### config.mk
export PLATFORM = sky130hd
export DESIGN_NAME = wave_table_writer
export DESIGN_NICKNAME = d
export VERILOG_FILES = /design/src/rtl/wave_table_writer.sv
export SDC_FILE = /design/constraint.sdc
export NUM_CORES = 1
export LEC_CHECK = 0
export BUFFER_PORTS_ARGS = -buffer_cell sky130_fd_sc_hd__buf_4
export CAP_MARGIN = 0
export CORE_MARGIN = 2
export CORE_UTILIZATION = 45
export DETAILED_ROUTE_END_ITERATION = 12
export PLACE_DENSITY = 0.74
export SYNTH_ARGS = -nofsm -noshare
export SYNTH_HDL_FRONTEND = slang
export SYNTH_SLANG_ARGS = --single-unit
### constraint.sdc
create_clock -name clk -period 1.7 [get_ports clk]
set_clock_uncertainty 0.15 [all_clocks]
set_input_delay 0.085 -clock clk [delete_from_list [all_inputs] [get_ports clk]]
set_output_delay 0.085 -clock clk [all_outputs]
set_load 0.01 [all_outputs]
### src/rtl/wave_table_writer.sv
// -----------------------------------------------------------------------------
// wave_table_writer
//   Loads the quarter-wave sine table that the playback FSM reads. Samples
//   arrive over a valid/ready handshake. Each accepted sample becomes one
//   registered memory write, at sequential addresses 0..MEM_SIZE-1. done is
//   raised once the whole table has been written.
//
//   Optional feature (compile-time macro WAVE_MONOTONIC_CHECK_EN):
//     Flags any accepted sample that is strictly smaller than the previous
//     sample of the same load. The flag is sticky on error.
//
// Ports
//   clk, rst_n           clock, asynchronous active-low reset
//   start, abort         one-cycle load request / cancel (abort wins)
//   in_valid, in_data    sample stream
//   in_ready             handshake ready (LOAD only)
//   wr_en/addr/data      memory write port, one cycle after acceptance
//   busy, done           load in progress / full table written
//   error                sticky monotonicity violation (0 when feature off)
//   count                samples accepted in current/last load
// -----------------------------------------------------------------------------
module wave_table_writer #(
   parameter int unsigned MEM_SIZE = 128,
   parameter int unsigned ADDR_W   = 7,
   parameter int unsigned DATA_W   = 10
) (
   input  logic              clk,
   input  logic              rst_n,
   input  logic              start,
   input  logic              abort,
   input  logic              in_valid,
   input  logic [DATA_W-1:0] in_data,
   output logic              in_ready,
   output logic              wr_en,
   output logic [ADDR_W-1:0] wr_addr,
   output logic [DATA_W-1:0] wr_data,
   output logic              busy,
   output logic              done,
   output logic              error,
   output logic [ADDR_W:0]   count
);

   localparam int unsigned CNT_W = ADDR_W + 1;

   typedef enum logic [1:0] {ST_IDLE, ST_LOAD, ST_DONE} state_e;

   state_e              state_q, state_d;
   logic                in_ready_q, in_ready_d;
   logic                busy_q, busy_d;
   logic                done_q, done_d;
   logic                wr_en_q, wr_en_d;
   logic [ADDR_W-1:0]   wr_addr_q, wr_addr_d;
   logic [DATA_W-1:0]   wr_data_q, wr_data_d;
   logic [CNT_W-1:0]    count_q, count_d;

   logic                accept_c;
   logic                restart_c;
   logic [CNT_W-1:0]    cnt_inc_c;
   logic                last_c;

   // A handshake that coincides with abort is discarded.
   assign accept_c  = in_ready_q & in_valid & ~abort;
   assign cnt_inc_c = count_q + CNT_W'(1);
   assign last_c    = (cnt_inc_c == CNT_W'(MEM_SIZE));
   assign restart_c = (state_q != ST_LOAD) && (state_d == ST_LOAD);

   // State register.
   always_ff @(posedge clk or negedge rst_n) begin
      if (!rst_n) state_q <= ST_IDLE;
      else        state_q <= state_d;
   end

   // Next-state logic.
   always_comb begin
      state_d = state_q;
      case (state_q)
         ST_IDLE: if (start && !abort) state_d = ST_LOAD;
         ST_LOAD: begin
            if (abort)                  state_d = ST_IDLE;
            else if (accept_c && last_c) state_d = ST_DONE;
         end
         ST_DONE: begin
            if (abort)      state_d = ST_IDLE;
            else if (start) state_d = ST_LOAD;
         end
         default: state_d = ST_IDLE;
      endcase
   end

   // Output / datapath next values; status flags follow the next state.
   always_comb begin
      in_ready_d = (state_d == ST_LOAD);
      busy_d     = (state_d == ST_LOAD);
      done_d     = (state_d == ST_DONE);
      wr_en_d    = 1'b0;
      wr_addr_d  = wr_addr_q;
      wr_data_d  = wr_data_q;
      count_d    = count_q;
      if (restart_c) begin
         count_d = '0;
      end else if (accept_c) begin
         wr_en_d   = 1'b1;
         wr_addr_d = count_q[ADDR_W-1:0];
         wr_data_d = in_data;
         count_d   = cnt_inc_c;
      end
   end

   always_ff @(posedge clk or negedge rst_n) begin
      if (!rst_n) begin
         in_ready_q <= 1'b0;
         busy_q     <= 1'b0;
         done_q     <= 1'b0;
         wr_en_q    <= 1'b0;
         wr_addr_q  <= '0;
         wr_data_q  <= '0;
         count_q    <= '0;
      end else begin
         in_ready_q <= in_ready_d;
         busy_q     <= busy_d;
         done_q     <= done_d;
         wr_en_q    <= wr_en_d;
         wr_addr_q  <= wr_addr_d;
         wr_data_q  <= wr_data_d;
         count_q    <= count_d;
      end
   end

`ifdef WAVE_MONOTONIC_CHECK_EN
   logic              error_q, error_d;
   logic [DATA_W-1:0] prev_q, prev_d;
   logic              have_prev_q, have_prev_d;

   // Compare against the previous sample of this load; the first is exempt.
   always_comb begin
      error_d     = error_q;
      prev_d      = prev_q;
      have_prev_d = have_prev_q;
      if (restart_c) begin
         error_d     = 1'b0;
         have_prev_d = 1'b0;
      end else if (accept_c) begin
         prev_d      = in_data;
         have_prev_d = 1'b1;
         if (have_prev_q && (in_data < prev_q)) error_d = 1'b1;
      end
   end

   always_ff @(posedge clk or negedge rst_n) begin
      if (!rst_n) begin
         error_q     <= 1'b0;
         prev_q      <= '0;
         have_prev_q <= 1'b0;
      end else begin
         error_q     <= error_d;
         prev_q      <= prev_d;
         have_prev_q <= have_prev_d;
      end
   end

   assign error = error_q;
`else
   assign error = 1'b0;
`endif

   assign in_ready = in_ready_q;
   assign busy     = busy_q;
   assign done     = done_q;
   assign wr_en    = wr_en_q;
   assign wr_addr  = wr_addr_q;
   assign wr_data  = wr_data_q;
   assign count    = count_q;

endmodule

==> impl_metrics.toml, run 1 <==
[pwr]
p_seq_share_pct = 47.5
p_int_mw = 1.329
cellPowerDensity_mw_per_mm2 = 889.1
ir_drop_uv = 724.6
p_comb_share_pct = 28.2
p_sw_mw = 0.5626
switching_share_pct = 29.75
power.share.clock_pct = 24.3
leakage_nw = 0.9971

[drt]
dr.pass1.iters = 4
drtIter0Drc = 26
ant_nets = 0
avgViaCountPerCell = 5.212
post_drt_wl_per_cell_um = 15.02
drc_errors = 0
totalWireLength_mm = 3.334
vias = 1157

[global_routing]
grt_max_degree = 31
grt_pass1_vias = 1121
grt_use_total_pct = 19.54
grt_pass1_wl_mm = 5.209
antenna_found_initial = 0
overflow = 0

[final_layout]
drive_gt1_share_pct = 53.93
areaGrowthSynthToFinish_pct = 44.68
nFillCells = 241
nNetsFinal = 194
fin_util_pct = 69.11
design_area_mm2 = 0.002127
n_antenna_cell = 0

[floorplanning]
io_pins = 45
initial_core_util_pct = 47.76
dieArea_mm2 = 0.003740
fp.dieW_um = 61.16
fp.coreArea_mm2 = 0.003078
die_y_um = 61.16
rows = 20

[clock_network]
path_clk_slew_ns = 0.10
clkLatencyLatePin_ns = 0.33
clk_path_buf_depth = 2
clockRootBuffer = "clkbuf_4"
cts.sinks = 30
cts_max_level = 2
cts_tree = "done"
numCtsBuffers = 5

[synthesis]
synth_most_common_cell = "dfrtp_1"
syn-num-nets = 130
synth_cell_types = 38
syn_area_mm2 = 0.001470
synth-simple-area-share_pct = 12.68
yosysWarnings = 0
ys.flop_type = "dfrtp_1"
synth.avg_cell_area_um2 = 13.01
synthArstFlopShare_pct = 100.0
synth_top_area_cell = "dfrtp_1"
synth_area_leaders = "dfrtp_1, mux2_2, o21ai_0, clkbuf_8, a22o_1"
synth_edf_count = 0
synth_top_family_by_area = "compound AO/OA/AOI/OAI gates"
synth_compound_area_share_pct = 13.28
synth_seq_cells = 30
yosysSeqAreaShare_pct = 51.06
syn_inst = 113
synthAdderAreaFrac_pct = 1.702
synthTopCellsByCount = "dfrtp_1, mux2_2, o21ai_0"
yosys.area_share.xor_xnor_pct = 2.383
synth_top_area_share_pct = 51.06
muxShareOfSynthArea_pct = 13.02

[sta]
setup_viol = 0
rsz0062_at_grt = "yes"
period_share_pct = 97.10
fmax_mhz = 605.8
hold_viol = 0
finalCriticalPeriod_ns = 1.651
drv_slew = 0
hold_slack_ns = 0.04960

[job]
maxCapViolations = 0

[worst_setup_path]
cp.required_ns = 1.77
crit_type = "in2reg"
startpoint_type = "input port"
path_max_fanout = 20
cp.arrival_ns = 1.72
crit_path_end_kind = "flop"

[placement]
dp_hpwl_mm = 2.275
gp_congestion = 0.8677
place_area_mm2 = 0.001856
port_buffers = 43

[run_status]
status = "finished clean"

[worst_hold_path]
hold_path.class = "in2async"
## power groups by stage
stage,Clock (mW),Combinational [mW],Sequential [mW]
floorplan,0,0.154,0.962
global route,0.508,0.577,0.913
CTS,0.476,0.507,0.891
finish,0.459,0.534,0.898
global placement,0,0.472,0.893
detailed placement,0,0.483,0.904
## flip-flops by register name, summed over array words and instances (netlist names)
signal and count:
state_q 2, wr_en 1, count 8, wr_addr 7, wr_data 10, done 1
busy 1
## area by class of cell
type                            count  area [µm²]  share of cell area [%]
Sequential cell                    30       753.2                   35.41
Timing Repair Buffer               66       544.3                   25.59
Clock inverter                      2       12.51                  0.5882
Multi-Input combinational cell     74       710.7                   33.41
Clock buffer                        6       51.30                   2.412
Tap cell                           44       55.05                   2.588
## worst max-delay path: stages
cell and delay [ns]:
dlygate4sd3_1 0.55, buf_4 0.16, nand3b_4 0.23, nor2_4 0.18, buf_12 0.17, mux2_2 0.34
## path summary, 6_finish.rpt
check                                        from                endpoint  slack [ns]  cells after the start
min                                         rst_n  wr_addr[2]$_DFFE_PN0P_        0.05                      2
max reg2reg                  count[1]$_DFFE_PN0P_          done$_DFF_PN0_        0.05                      5
max in group asynchronous                   rst_n    count[0]$_DFFE_PN0P_        1.05                      2
max                                         abort  wr_data[7]$_DFFE_PN0P_        0.05                      6
min reg2reg                wr_data[2]$_DFFE_PN0P_  wr_data[2]$_DFFE_PN0P_        0.35                      1
min in group clk                         in_valid    count[0]$_DFFE_PN0P_        0.08                      4
## cell families (layout without fill, tap and decap cells)
group,after synthesis,after routing
flip-flops,30,30
AO/OA/AOI/OAI,26,26
AND/OR/NAND/NOR,24,24
multiplexers,17,17
buffers and inverters,9,74
XOR/XNOR,4,4
adder cells (fa/ha/maj),2,2
other,1,1
## per-stage QoR
step	std cells	TNS, ns	worst slack [ns]	total power, mW
final	222	0	0.04923	1.891
after floorplan	113	0	0.001553	1.116
after detailed placement	200	-0.01130	-0.007084	1.387
after global routing	222	-0.006184	-0.005069	1.998
after CTS	221	0	0.002586	1.874
after global placement	200	0	0.06214	1.365
## cells in the final DEF, fill, tap and decap left out, types with 2 or more instances in the layout
cell type      instances
xnor2_2                2
a21o_1                 3
and3_4                 2
a21oi_1                3
a311oi_1               2
clkbuf_4               5
nor2_1                 3
dlygate4sd3_1         13
buf_4                 51
dfrtp_2                2
or2b_2                 2
a221oi_1               2
dfrtp_1               28
o21ai_0                6
a22o_1                 3
mux2_2                16
nand2_1                4
nand3_1                2
## layer usage
| layer | up-vias | global-route usage [%] | share of wire (%) |
|---|---|---|---|
| li1 | 544 | - | - |
| met1 | 560 | 25.10 | 42 |
| met2 | 44 | 31.31 | 51 |
| met3 | 9 | 6.092 | 5.2 |
| met4 | 0 | 6.832 | 1.6 |
| met5 | - | 0 | 0 |
## repair_timing
item,4_1_cts,5_1_grt
pin swaps,1,6
resized for setup,1,9
hold endpoints to repair,46,0
endpoints found under the setup margin,3,4
hold buffers,13,0
setup buffers,0,1
Note: power is estimated with default switching activity, not from simulation.
==> run 2, diff against run 1 <==
Settings changed: ABC_AREA from default to 1, CORE_UTILIZATION 45 to 44.
==> impl_metrics.toml, run 2 <==
[sta]
tns_ns = 0
drv_slew = 0
rsz0062_at_grt = "no"
fmax_mhz = 628.0
period_share_pct = 93.67
hold_viol = 0
setup_viol = 0
finalCriticalPeriod_ns = 1.592
hold_slack_ns = 0.06138

[synthesis]
yosys.area_share.xor_xnor_pct = 0.6641
synth_top_family_by_area = "simple AND/OR/NAND/NOR gates"
synth-simple-area-share_pct = 27.70
ys.flop_type = "dfrtp_1"
yosysWarnings = 0
synth_edf_count = 0
synth_area_leaders = "dfrtp_1, nand2_1, o21ai_0, inv_1, nor2_1"
syn-num-nets = 173
synthAdderAreaFrac_pct = 1.898
synth.avg_cell_area_um2 = 8.454
yosysSeqAreaShare_pct = 56.93
synthArstFlopShare_pct = 100.0
muxShareOfSynthArea_pct = 0
synth_top_area_share_pct = 56.93
syn_inst = 156
syn_area_mm2 = 0.001319
synth_most_common_cell = "nand2_1"
synth_seq_cells = 30
synth_compound_area_share_pct = 6.357
synth_top_area_cell = "dfrtp_1"
synth_cell_types = 20
synthTopCellsByCount = "nand2_1, dfrtp_1, o21ai_0"

[drt]
wl_met2_mm = 1.535
ant_nets = 0
totalWireLength_mm = 3.091
drc_errors = 1
vias = 1218
dr_wl_met3_um = 225
topRoutingLayerUsed = "met4"
avgViaCountPerCell = 4.951
drtIter0Drc = 60
met1Wirelength_mm = 1.300
post_drt_wl_per_cell_um = 12.57
dr.pass1.iters = 8

[final_layout]
nFillCells = 246
n_antenna_cell = 0
final_cell_mix = "nand2_1, buf_4, dfrtp_1, dlygate4sd3_1, o21ai_0"
final_common_cell = "nand2_1"
largest_reg_flops = 10
design_area_mm2 = 0.001869
areaGrowthSynthToFinish_pct = 41.75
nNetsFinal = 232
drive_gt1_share_pct = 27.91

[global_routing]
antenna_found_initial = 0
grt_pass1_wl_mm = 5.168
grt_use_total_pct = 20.19
grt_pass1_vias = 1168
grt_max_degree = 31
overflow = 0

[clock_network]
clk_path_buf_depth = 2
numCtsBuffers = 5
cts.sinks = 30
path_clk_slew_ns = 0.10
cts_max_level = 2
postCtsSetupBuffers = 0
clockRootBuffer = "clkbuf_4"
cts_tree = "done"
clkLatencyLatePin_ns = 0.33

[placement]
port_buffers = 43
dp_hpwl_mm = 2.089
gp_congestion = 0.8183
place_area_mm2 = 0.001655

[pwr]
cellPowerDensity_mw_per_mm2 = 1050
ir_drop_uv = 664.7
leakage_nw = 0.9918

[worst_setup_path]
worstRegToRegCells = 9
cp.arrival_ns = 1.65
startpoint_type = "flop"
crit_type = "reg2reg"
cp.required_ns = 1.75
crit_path_end_kind = "flop"
r2r-start = "count[0]$_DFFE_PN0P_"
reg2reg_slack_ns = 0.11
crit_start = "count[0]$_DFFE_PN0P_"
path_max_fanout = 7

[floorplanning]
dieArea_mm2 = 0.003451
die_y_um = 58.75
fp.dieW_um = 58.75
initial_core_util_pct = 47.01
rows = 19
io_pins = 45
fp.coreArea_mm2 = 0.002805

[run_status]
status = "finished with violations"
violations = "DRC"

[worst_hold_path]
hold_path.class = "in2async"

[job]
maxCapViolations = 0
==> run 2: where the power goes <==
part,switching (mW),internal [mW]
Clock,0.237,0.342
Sequential,0.0821,0.836
Combinational,0.221,0.244
Total,0.540,1.42
==> run 2: final cells by class <==
cell class                 instances  area [µm²]  share of cell area, %
sequential                        30       753.2                  40.29
multi-input combinational        108       486.7                  26.04
timing repair buffer              57       460.4                  24.63
clock buffer                       6       51.30                  2.744
inverter                          13       48.80                  2.610
tap                               31       38.79                  2.075
clock inverter                     1       30.03                  1.606
==> run 2: critical path: stages, from the launching register on <==
cell and delay [ns]:
dfrtp_2 0.46, ha_1 0.25, nand2_1 0.08, nand2_1 0.06
nor2_1 0.10, nand2_1 0.06, nor2_2 0.10, nand3_1 0.08
nand2_1 0.08, nand2_1 0.06
==> run 2: per-layer routing <==
metal,up-vias,track usage (%)
met4,0,7.468
met5,-,0
met2,51,33.81
li1,600,-
met1,563,24.01
met3,4,6.813
==> run 2: worst paths after layout <==
kind / endpoint
hold reg to reg: wr_data[2]$_DFFE_PN0P_
max in group asynchronous: count[0]$_DFFE_PN0P_
setup / recovery: state_q[0]$_DFF_PN0_
hold / removal: count[4]$_DFFE_PN0P_
min in group clk: state_q[1]$_DFF_PN0_
setup reg to reg: state_q[0]$_DFF_PN0_
==> run 2: kinds of logic after synthesis <==
kind of cell	Yosys count
compound gates	16
xor+xnor	1
fa+ha+maj	2
buf+inv	18
flops	30
other cells	1
simple gates	88
==> run 2: what timing repair did <==
item                       in CTS  in global routing
hold endpoints to repair       44                  0
gates resized for setup         0                  2
hold buffers                   13                  0
setup endpoints to repair       0                  2
==> run 2: metrics by stage <==
step / setup slack [ns] / total power, mW / instances / util (%)
2_1_floorplan: 0.1730 / 1.109 / 156 / -
3_3_place_gp: 0.1804 / 1.357 / 226 / 59.01
3_5_place_dp: 0.1135 / 1.375 / 226 / 59.01
4_1_cts: 0.07841 / 1.978 / 246 / 66.55
5_1_grt: 0.01180 / 2.077 / 246 / 66.64
6_report: 0.1076 / 1.963 / 246 / 66.64
==> run 3, diff against run 2 <==
Settings changed: BUFFER_PORTS_ARGS -buffer_cell sky130_fd_sc_hd__buf_4 to default, CORE_MARGIN 2 to 5, CORE_UTILIZATION 44 to 54, DONT_BUFFER_PORTS from default to 1, PLACE_DENSITY 0.74 to 0.72.
==> impl_metrics.toml, run 3 (synthesis gave the netlist of run 2 again) <==
[run_status]
status = "finished clean"

[final_layout]
multi_input_area_um2 = 489.2
largest_reg_flops = 10
nFillCells = 204
regArea_um2 = 754.5
finalNonFillerCells = 209
nNetsFinal = 197
drive_gt1_share_pct = 13.41
final_cell_mix = "nand2_1, dfrtp_1, dlygate4sd3_1, o21ai_0, inv_1"
design_area_mm2 = 0.001597
areaGrowthSynthToFinish_pct = 21.06
n_antenna_cell = 0
final_common_cell = "nand2_1"

[worst_setup_path]
startpoint_type = "flop"
cp.required_ns = 1.76
cp.arrival_ns = 1.64
crit_path_end_kind = "flop"
crit_type = "reg2reg"
reg2reg_slack_ns = 0.12
path_max_fanout = 5

[global_routing]
grt_pass1_wl_mm = 5.092
antenna_found_initial = 0
grt_max_degree = 31
overflow = 0
grt_pass1_vias = 1119
grt_use_total_pct = 20.08

[drt]
totalWireLength_mm = 3.043
dr.pass1.iters = 4
drtIter0Drc = 14
avgViaCountPerCell = 5.292
post_drt_wl_per_cell_um = 14.56
vias = 1106
ant_nets = 0
drc_errors = 0

[sta]
period_share_pct = 93.03
tns_ns = 0
setup_viol = 0
fmax_mhz = 632.3
hold_viol = 0
rsz0062_at_grt = "no"
finalCriticalPeriod_ns = 1.582
timing.final.ws_setup_ns = 0.1184
drv_slew = 0

[floorplanning]
fp.coreArea_mm2 = 0.002410
fp.dieW_um = 59.42
die_y_um = 59.42
io_pins = 45
initial_core_util_pct = 54.72
dieArea_mm2 = 0.003531
rows = 18

[worst_hold_path]
hold_path.class = "in2reg"

[clock_network]
clockRootBuffer = "clkbuf_4"
cts_tree = "done"
cts.sinks = 30
path_clk_slew_ns = 0.09
numCtsBuffers = 5
cts_max_level = 2
clk_path_buf_depth = 2
clkLatencyLatePin_ns = 0.32

[placement]
port_buffers = 0
gp_congestion = 0.8478
dp_hpwl_mm = 2.089
place_area_mm2 = 0.001354
pre_cts_ws_ns = 0.07147
dp.cells = 185

[job]
maxCapViolations = 0

[pwr]
cellPowerDensity_mw_per_mm2 = 1026
power_mw = 1.638
leakage_nw = 0.7974
ir_drop_uv = 927.0
[run 3: cell count changes in the layout (fill, tap and decap cells not counted)]
cell           before  now
dfrtp_2             2    3
bufinv_16           1    0
buf_4              44    6
buf_12              0    1
dlygate4sd3_1      13   15
ha_2                0    1
ha_1                2    1
dfrtp_1            28   27
[run 3: worst paths after layout]
path                                   startpoint                endpoint  cells past startpoint
setup / recovery             count[0]$_DFFE_PN0P_          busy$_DFF_PN0_                      8
hold / removal                           in_valid    count[0]$_DFFE_PN0P_                      3
setup reg to reg             count[0]$_DFFE_PN0P_          busy$_DFF_PN0_                      8
hold reg to reg            wr_data[1]$_DFFE_PN0P_  wr_data[1]$_DFFE_PN0P_                      2
max in group asynchronous                   rst_n    count[1]$_DFFE_PN0P_                      2
min in group asynchronous                   rst_n          done$_DFF_PN0_                      2
[run 3: final cells by class]
type | count | area share [%]
Clock buffer | 6 | 3.213
Inverter | 13 | 3.056
Multi-Input combinational cell | 108 | 30.64
Sequential cell | 30 | 47.26
Tap cell | 30 | 2.351
Timing Repair Buffer | 22 | 13.48
[run 3: power breakdown]
group / internal [mW] / switching [mW] / total, mW / leakage, nW
Combinational: 0.110 / 0.132 / 0.242 / 0.377
Clock: 0.186 / 0.228 / 0.414 / 0.0302
Sequential: 0.837 / 0.145 / 0.982 / 0.390
[run 3: layer usage]
metal	vias to the layer above	track usage (%)	routed length, µm
met5	-	0	0
met4	0	7.767	55
met3	6	9.368	234
met2	36	33.70	1566
met1	530	21.84	1186
li1	534	-	-
[run 3: through the flow]
stage / hold WS [ns] / utilization (%)
finish: 0.03236 / 66.25
global route: 0.04046 / 66.25
CTS: 0.02980 / 65.37
detailed placement: -0.3599 / 56.18
global placement: -0.3599 / 56.18
floorplan: -0.3606 / -
[run 3: repair_timing]
action / 4_1_cts / 5_1_grt
buffers inserted: 0 / 2
endpoints found under the setup margin: 0 / 4
hold buffers: 16 / 0
hold endpoints to repair: 44 / 0
gates resized for setup: 0 / 4
[run 3: critical path, stage by stage, from the launching register on]
cell,delay (ns)
dfrtp_2,0.41
ha_2,0.21
nand3_2,0.09
o21ai_1,0.16
nand2_1,0.10
nor2_2,0.13
nand3_1,0.07
nand2_1,0.08
nand2_1,0.07
